**src/rtl/ones_pattern_tx_if.sv**
```systemverilog
// ones_pattern_tx_if: handshake and output bundle for ones_pattern_tx.
//   master : count source / downstream consumer side (drives load_valid, count)
//   slave  : pattern transmitter side (drives load_ready, sout, sout_valid, word, done, err)
//   load_valid/load_ready : count handshake
//   count                 : requested number of 1s (CW bits)
//   sout/sout_valid       : serial pattern, LSB first
//   word                  : parallel copy of the last accepted pattern
//   done                  : one-cycle pulse after the last serial bit
//   err                   : last accepted count was saturated to BITS
interface ones_pattern_tx_if #(
   parameter int unsigned BITS = 8,
   parameter int unsigned CW   = $clog2(BITS + 1)
);
   logic            load_valid;
   logic            load_ready;
   logic [CW-1:0]   count;
   logic            sout;
   logic            sout_valid;
   logic [BITS-1:0] word;
   logic            done;
   logic            err;

   modport master (
      output load_valid, count,
      input  load_ready, sout, sout_valid, word, done, err
   );

   modport slave (
      input  load_valid, count,
      output load_ready, sout, sout_valid, word, done, err
   );
endinterface

```
**src/rtl/ones_pattern_tx.sv**
```systemverilog
// ones_pattern_tx: accepts a ones count over a valid/ready handshake and serially emits a
// BITS-bit thermometer word (bits [c-1:0] set, LSB first), with the parallel word alongside.
// One word in flight; BITS+2 cycles per word (accept, BITS shift cycles, done cycle).
//   clk   : rising-edge clock
//   reset : asynchronous active-high reset
//   bus   : ones_pattern_tx_if slave (load_valid/load_ready/count in, sout/sout_valid/word/
//           done/err out)
module ones_pattern_tx #(
   parameter int unsigned BITS = 8,
   parameter int unsigned CW   = $clog2(BITS + 1)
) (
   input logic               clk,
   input logic               reset,
   ones_pattern_tx_if.slave  bus
);

   typedef enum logic [1:0] {StIdle, StShift, StDone} state_e;

   state_e          state_q, state_d;
   logic [CW-1:0]   idx_q, idx_d;
   logic [CW-1:0]   c_q, c_d;
   logic [BITS-1:0] word_q, word_d;
   logic            err_q, err_d;
   logic            sout_q, sout_d;
   logic            sout_valid_q, sout_valid_d;
   logic            done_q, done_d;

   logic            over;
   logic [CW-1:0]   c_sat;

   assign over  = bus.count > CW'(BITS);
   assign c_sat = over ? CW'(BITS) : bus.count;

   // sout_q always holds the bit for the cycle after the edge, so it is computed
   // one index ahead of idx_q (idx_q names the bit currently on sout).
   always_comb begin
      state_d      = state_q;
      idx_d        = idx_q;
      c_d          = c_q;
      word_d       = word_q;
      err_d        = err_q;
      sout_d       = 1'b0;
      sout_valid_d = 1'b0;
      done_d       = 1'b0;
      unique case (state_q)
         StIdle: begin
            if (bus.load_valid) begin
               c_d   = c_sat;
               err_d = over;
               for (int unsigned i = 0; i < BITS; i++) begin
                  word_d[i] = CW'(i) < c_sat;
               end
               idx_d        = '0;
               sout_d       = c_sat != '0;
               sout_valid_d = 1'b1;
               state_d      = StShift;
            end
         end
         StShift: begin
            if (idx_q == CW'(BITS - 1)) begin
               done_d  = 1'b1;
               idx_d   = '0;
               state_d = StDone;
            end else begin
               idx_d        = idx_q + CW'(1);
               sout_d       = (idx_q + CW'(1)) < c_q;
               sout_valid_d = 1'b1;
            end
         end
         StDone: begin
            state_d = StIdle;
         end
         default: begin
            state_d = StIdle;
         end
      endcase
   end

   always_ff @(posedge clk or posedge reset) begin
      if (reset) begin
         state_q      <= StIdle;
         idx_q        <= '0;
         c_q          <= '0;
         word_q       <= '0;
         err_q        <= 1'b0;
         sout_q       <= 1'b0;
         sout_valid_q <= 1'b0;
         done_q       <= 1'b0;
      end else begin
         state_q      <= state_d;
         idx_q        <= idx_d;
         c_q          <= c_d;
         word_q       <= word_d;
         err_q        <= err_d;
         sout_q       <= sout_d;
         sout_valid_q <= sout_valid_d;
         done_q       <= done_d;
      end
   end

   assign bus.load_ready = state_q == StIdle;
   assign bus.sout       = sout_q;
   assign bus.sout_valid = sout_valid_q;
   assign bus.word       = word_q;
   assign bus.done       = done_q;
   assign bus.err        = err_q;

endmodule

```
**src/flat_wrapper.sv**
```systemverilog
// flat-port wrapper written by rule: the top's interface ports become plain ports
module ones_pattern_tx_flat 
#(
   parameter int unsigned BITS = 8,
   parameter int unsigned CW   = $clog2(BITS + 1)
)
  (clk, reset, bus_load_valid, bus_count, bus_load_ready, bus_sout, bus_sout_valid, bus_word, bus_done, bus_err);
  ones_pattern_tx_if #(.BITS(BITS), .CW(CW)) bus_i ();
  input logic clk;
  input logic reset;
  input wire logic [$bits(bus_i.load_valid)-1:0] bus_load_valid;
  input wire logic [$bits(bus_i.count)-1:0] bus_count;
  output wire logic [$bits(bus_i.load_ready)-1:0] bus_load_ready;
  output wire logic [$bits(bus_i.sout)-1:0] bus_sout;
  output wire logic [$bits(bus_i.sout_valid)-1:0] bus_sout_valid;
  output wire logic [$bits(bus_i.word)-1:0] bus_word;
  output wire logic [$bits(bus_i.done)-1:0] bus_done;
  output wire logic [$bits(bus_i.err)-1:0] bus_err;
  assign bus_i.load_valid = bus_load_valid;
  assign bus_i.count = bus_count;
  assign bus_load_ready = bus_i.load_ready;
  assign bus_sout = bus_i.sout;
  assign bus_sout_valid = bus_i.sout_valid;
  assign bus_word = bus_i.word;
  assign bus_done = bus_i.done;
  assign bus_err = bus_i.err;
  ones_pattern_tx #(.BITS(BITS), .CW(CW)) u_core (.clk(clk), .reset(reset), .bus(bus_i));
endmodule
```
**config.mk**
```make
export PLATFORM = sky130hd
export DESIGN_NAME = ones_pattern_tx_flat
export DESIGN_NICKNAME = d
export VERILOG_FILES = /design/src/rtl/ones_pattern_tx_if.sv /design/src/rtl/ones_pattern_tx.sv /design/src/flat_wrapper.sv
export SDC_FILE = /design/constraint.sdc
export NUM_CORES = 1
export LEC_CHECK = 0
export CAP_MARGIN = 10
export CORE_MARGIN = 2
export CORE_UTILIZATION = 60
export CTS_BUF_LIST = sky130_fd_sc_hd__clkbuf_4 sky130_fd_sc_hd__clkbuf_8 sky130_fd_sc_hd__clkbuf_16
export DETAILED_ROUTE_END_ITERATION = 10
export DONT_BUFFER_PORTS = 1
export PLACE_DENSITY = 0.87
export SLEW_MARGIN = 5
export SYNTH_ARGS = -nofsm -noshare
export SYNTH_HDL_FRONTEND = slang
export SYNTH_SLANG_ARGS = --single-unit
```
**constraint.sdc**
```tcl
create_clock -name clk -period 2.1 [get_ports clk]
set_clock_uncertainty 0.05 [all_clocks]
set_input_delay 0.42 -clock clk [delete_from_list [all_inputs] [get_ports clk]]
set_output_delay 0.42 -clock clk [all_outputs]
set_load 0.02 [all_outputs]
```
==> results of run 1 <==
## final cells by class
cell class                 instances  area (um2)
multi-input combinational         71         425
tap                               16        20.0
clock buffer                       3        22.5
sequential                        21         526
fill                             127         528
inverter                           4        15.0
clock inverter                     1        5.00
## kinds of logic after synthesis
family | share of synthesized area, %
mux | 2.47
fa+ha+maj | 4.95
buf+inv | 5.94
flops | 52.0
simple gates | 18.3
xor+xnor | 0.866
compound gates | 15.5
## metrics by stage
| stage | area [um2] | util, % | hold WS (ps) |
|---|---|---|---|
| 3_5_place_dp | 986 | 64.0 | 421 |
| 4_1_cts | 1010 | 65.7 | 114 |
| 6_report | 1010 | 65.7 | 79.6 |
| 2_1_floorplan | 1010 | - | 347 |
| 3_3_place_gp | 986 | 64.0 | 416 |
| 5_1_grt | 1010 | 65.7 | 149 |
## final timing paths
path,startpoint,endpoint,cells after the start
setup reg to reg,u_core.idx_q[0]$_DFFE_PP0P_,u_core.bus.sout$_DFF_PP0_,6
hold / removal,reset,u_core.idx_q[2]$_DFFE_PP0P_,1
min in group clk,bus_count[1],u_core.c_q[1]$_DFFE_PP0P_,2
max in group asynchronous,reset,u_core.c_q[1]$_DFFE_PP0P_,1
setup / recovery,u_core.idx_q[0]$_DFFE_PP0P_,u_core.bus.sout$_DFF_PP0_,6
hold reg to reg,u_core.c_q[2]$_DFFE_PP0P_,u_core.c_q[2]$_DFFE_PP0P_,2
## synthesized netlist by cell type (2+ instances only)
master | instances | area, um2
buf_2 | 2 | 10.0
buf_6 | 2 | 22.5
ha_1 | 4 | 50.1
dfrtp_1 | 21 | 526
inv_1 | 4 | 15.0
a211oi_1 | 2 | 15.0
o21ai_0 | 6 | 30.0
nor2_1 | 6 | 22.5
nand2_1 | 18 | 67.6
o21ai_1 | 7 | 35.0
nand3_1 | 2 | 10.0
nand2b_1 | 5 | 31.3
a21oi_1 | 3 | 15.0
## registers in the layout (all words and copies together) (netlist names)
name                   count
u_core.state_q             2
u_core.bus.done            1
u_core.bus.err             1
u_core.c_q                 3
u_core.idx_q               4
u_core.bus.sout_valid      1
u_core.bus.word            8
u_core.bus.sout            1
## critical path, stage by stage, from the launching register on
cell and delay, ps:
dfrtp_1 440, ha_1 290, xor2_1 170, ha_1 300
a211oi_1 240, a21oi_1 100, o22ai_1 140
## power by group through the flow
stage	registers [uW]	logic, uW	clock network (uW)
after floorplan	826	544	0
after global placement	867	550	0
after detailed placement	878	603	0
after CTS	868	603	194
after global routing	888	686	210
final	866	602	190
## routing by layer
layer / global-route usage (%) / up-vias / share of wire [%]
met5: 0 / - / 0
met4: 8.82 / 0 / 1.8
met3: 4.00 / 6 / 5.3
met2: 32.3 / 18 / 50
met1: 25.7 / 319 / 43
li1: - / 343 / -
==> impl_metrics.env, run 1 <==
export IMPL_viasPerCell=5.91
export IMPL_clockBufferDepth=2
export IMPL_synthCells=102
export IMPL_area_growth_pct=0.247
export IMPL_cts_inserted_buffers=3
export IMPL_cts_sinks=21
export IMPL_drtIter0Drc=4
export IMPL_grt_pass1_wl_um=2970
export IMPL_synth_edf_count=0
export IMPL_period_minus_slack_ps=1800
export IMPL_final_common_cell="dfrtp_1"
export IMPL_cp_start_kind="flop"
export IMPL_maxCapViolCount=0
export IMPL_avgRoutedWirePerCell_um=14.8
export IMPL_ys_warn_count=0
export IMPL_final_cell_mix="21 x dfrtp_1, 18 x nand2_1, 7 x o21ai_1"
export IMPL_synth_seq_cells=21
export IMPL_relSlewSlack_pct=48.6
export IMPL_dr_pass1_iters=4
export IMPL_die_x_um=45.1
export IMPL_clkPwrFrac_pct=11.5
export IMPL_fp_row_count=14
export IMPL_grt_antenna_before_repair=0
export IMPL_crit_required_ps=2270
export IMPL_tritoncts="built"
export IMPL_fin_setup_tns_ps=0
export IMPL_antenna_left=0
export IMPL_hold_class="input port to async pin"
export IMPL_rsz0062_at_grt="no"
export IMPL_die_area_mm2=0.00203
export IMPL_syn_cell_area_mm2=0.00101
export IMPL_ys_types=33
export IMPL_endpoint_kind="flop"
export IMPL_grt_usage_pct=19.9
export IMPL_postCtsSetupRepairBufs=0
export IMPL_antenna_cells=0
export IMPL_grt_max_degree=27
export IMPL_worstSetupPathType="flop to flop"
export IMPL_routed_wl_um=1720
export IMPL_finalWeightedCongestion=0.824
export IMPL_power_density_mw_per_mm2=1640
export IMPL_p_int_uw=933
export IMPL_fin_ws_ps=295
export IMPL_clk_pin_slew_ps=120
export IMPL_die_h_um=45.1
export IMPL_max_freq_mhz=554
export IMPL_leakagePower_uw=0.000492
export IMPL_final_hold_viol_count=0
export IMPL_seq_power_share_pct=52.2
export IMPL_regToRegSetupSlack_ps=300
export IMPL_htree_levels=1
export IMPL_seq_area_frac_synth_pct=52.0
export IMPL_cts_hold_buf=0
export IMPL_slew_violations=0
export IMPL_ios=20
export IMPL_worst_pin_slew_ps=770
export IMPL_ys_flop_type="dfrtp_1"
export IMPL_io_buffers=0
export IMPL_syn_nets=113
export IMPL_status="complete, no violations"
export IMPL_via_count=686
export IMPL_cts_resized_gates=0
export IMPL_clk_latency_ps=300
export IMPL_grt_pass1_vias=697
export IMPL_ir_drop_v=0.000886
export IMPL_p_switching_uw=726
export IMPL_swShare_pct=43.7
export IMPL_postSynthAreaPerCell_um2=9.91
export IMPL_dpl_hpwl_um=1250
export IMPL_core_area_mm2=0.00154
export IMPL_power_frac_comb_pct=36.3
export IMPL_dp_cells=112
export IMPL_finalPower_uw=1660
export IMPL_setup_violations_final=0
export IMPL_finalNetCount=112
export IMPL_crit_arrival_ps=1980
export IMPL_async_flop_share_pct=100
export IMPL_stdcell_count=116
export IMPL_finalCritPeriodShare_pct=85.9
export IMPL_crit_fanout=5
export IMPL_start_util_pct=65.6
export IMPL_dp_slack_ps=349
export IMPL_drc=0
export IMPL_clockRootBuffer="clkbuf_4"
export IMPL_grt_overflow=0
export IMPL_drive_gt1_share_pct=8.00
Power figures use the tool's default switching activity.
==> run 2, diff against run 1 <==
==> constraint.sdc (replaced) <==
create_clock -name clk -period 2.1 [get_ports clk]
set_clock_uncertainty 0.05 [all_clocks]
set_input_delay 0.105 -clock clk [delete_from_list [all_inputs] [get_ports clk]]
set_output_delay 0.105 -clock clk [all_outputs]
set_load 0.02 [all_outputs]
==> impl_metrics.env, run 2 (synthesis results as in run 1) <==
export IMPL_status="complete, no violations"
export IMPL_grt_usage_pct=23.0
export IMPL_final_hold_viol_count=0
export IMPL_start_util_pct=65.6
export IMPL_grt_pass1_vias=768
export IMPL_relSlewSlack_pct=47.8
export IMPL_worst_pin_slew_ps=782
export IMPL_via_count=743
export IMPL_tritoncts="built"
export IMPL_grt_pass1_wl_um=3370
export IMPL_grt_antenna_before_repair=0
export IMPL_cts_sinks=21
export IMPL_setup_violations_final=0
export IMPL_die_x_um=45.1
export IMPL_clk_pin_slew_ps=120
export IMPL_critPathMaxStageDelay_ps=440
export IMPL_antenna_cells=0
export IMPL_finalWeightedCongestion=0.824
export IMPL_crit_fanout=5
export IMPL_maxCapViolCount=0
export IMPL_dpl_hpwl_um=1250
export IMPL_stdcell_count=124
export IMPL_power_density_mw_per_mm2=1550
export IMPL_leakagePower_uw=0.000522
export IMPL_crit_arrival_ps=1980
export IMPL_dp_cells=112
export IMPL_ios=20
export IMPL_period_minus_slack_ps=1800
export IMPL_clockBufferDepth=2
export IMPL_min_path_cells=2
export IMPL_drtIter0Drc=18
export IMPL_viasPerCell=5.99
export IMPL_cts_inserted_buffers=3
export IMPL_routed_wl_um=1990
export IMPL_area_growth_pct=8.17
export IMPL_ir_drop_v=0.000923
export IMPL_grt_max_degree=27
export IMPL_final_cell_mix="21 x dfrtp_1, 18 x nand2_1, 8 x dlygate4sd3_1"
export IMPL_largest_reg_flops=8
export IMPL_crit_required_ps=2280
export IMPL_seq_area_um2=526
export IMPL_final_common_cell="dfrtp_1"
export IMPL_fp_row_count=14
export IMPL_max_freq_mhz=556
export IMPL_htree_levels=1
export IMPL_multi_input_area_um2=425
export IMPL_avgRoutedWirePerCell_um=16.1
export IMPL_crit_slowest_cell="dfrtp_1"
export IMPL_clockRootBuffer="clkbuf_4"
export IMPL_clk_latency_ps=300
export IMPL_antenna_left=0
export IMPL_rr_worst_depth=6
export IMPL_fin_setup_tns_ps=0
export IMPL_endpoint_kind="flop"
export IMPL_finalNetCount=120
export IMPL_die_area_mm2=0.00203
export IMPL_cp_start_kind="flop"
export IMPL_hold_class="input port to flop"
export IMPL_io_buffers=0
export IMPL_rsz0062_at_grt="no"
export IMPL_slew_violations=0
export IMPL_fin_util_pct=70.9
export IMPL_drive_gt1_share_pct=7.41
export IMPL_core_area_mm2=0.00154
export IMPL_worstSetupPathType="flop to flop"
export IMPL_crit_path_frequent_cell="ha_1"
export IMPL_dr_pass1_iters=4
export IMPL_die_h_um=45.1
export IMPL_fill_cells=119
export IMPL_drc=0
export IMPL_path_cells="ha_1, xor2_1, ha_1, a211oi_1, a21oi_1, o22ai_1"
export IMPL_finalCritPeriodShare_pct=85.7
export IMPL_grt_overflow=0
run 2: cell types whose count changed in the layout (fill, tap and decap cells not counted), sizes merged:
cell	delta
dlygate4sd3	+8
run 2: layer usage:
layer	global-route usage, %	wire (um)
met1	27.4	792
met2	41.1	1070
met3	4.40	124
met4	8.24	9
met5	0	0
run 2: report_power, final:
| group | total [uW] | leakage, uW | internal [uW] | switching (uW) |
|---|---|---|---|---|
| Combinational | 628 | 0.000246 | 282 | 345 |
| Clock | 195 | 0.0000177 | 71.0 | 124 |
| Sequential | 872 | 0.000258 | 589 | 283 |
run 2: stage by stage:
stage	instance area, um2	hold slack, ps	power (uW)	setup slack (ps)
floorplan	1010	31.5	1370	475
global placement	986	114	1420	438
detailed placement	986	133	1480	349
CTS	1090	9.11	1680	316
global route	1090	30.1	1810	220
finish	1090	15.8	1690	301
run 2: critical path, delay by kind of cell, from the launching register on:
family                   cells  cell delay (ps)
XOR/XNOR                     1              180
AO/OA/AOI/OAI                3              480
adder cells (fa/ha/maj)      2              590
flip-flops                   1              440
run 2: cell type report:
type / count / area share (%)
sequential: 21 / 48.1
multi-input combinational: 71 / 38.9
timing repair buffer: 8 / 7.32
clock buffer: 3 / 2.06
tap: 16 / 1.83
inverter: 4 / 1.37
clock inverter: 1 / 0.458
run 2: worst paths after layout:
kind | startpoint | end | slack (ps)
max | u_core.idx_q[0]$_DFFE_PP0P_ | u_core.bus.sout$_DFF_PP0_ | 300
max in group asynchronous | reset | u_core.bus.word[1]$_DFFE_PP0P_ | 1190
max reg2reg | u_core.idx_q[0]$_DFFE_PP0P_ | u_core.bus.sout$_DFF_PP0_ | 300
min in group asynchronous | reset | u_core.idx_q[1]$_DFFE_PP0P_ | 320
min | bus_load_valid | u_core.state_q[0]$_DFFE_PP0P_ | 20
min reg2reg | u_core.c_q[2]$_DFFE_PP0P_ | u_core.c_q[2]$_DFFE_PP0P_ | 450
run 2: repair_timing:
item                      CTS  global route
resized for setup           0             0
setup buffers               0             0
hold buffers                8             0
hold endpoints to repair   34             0
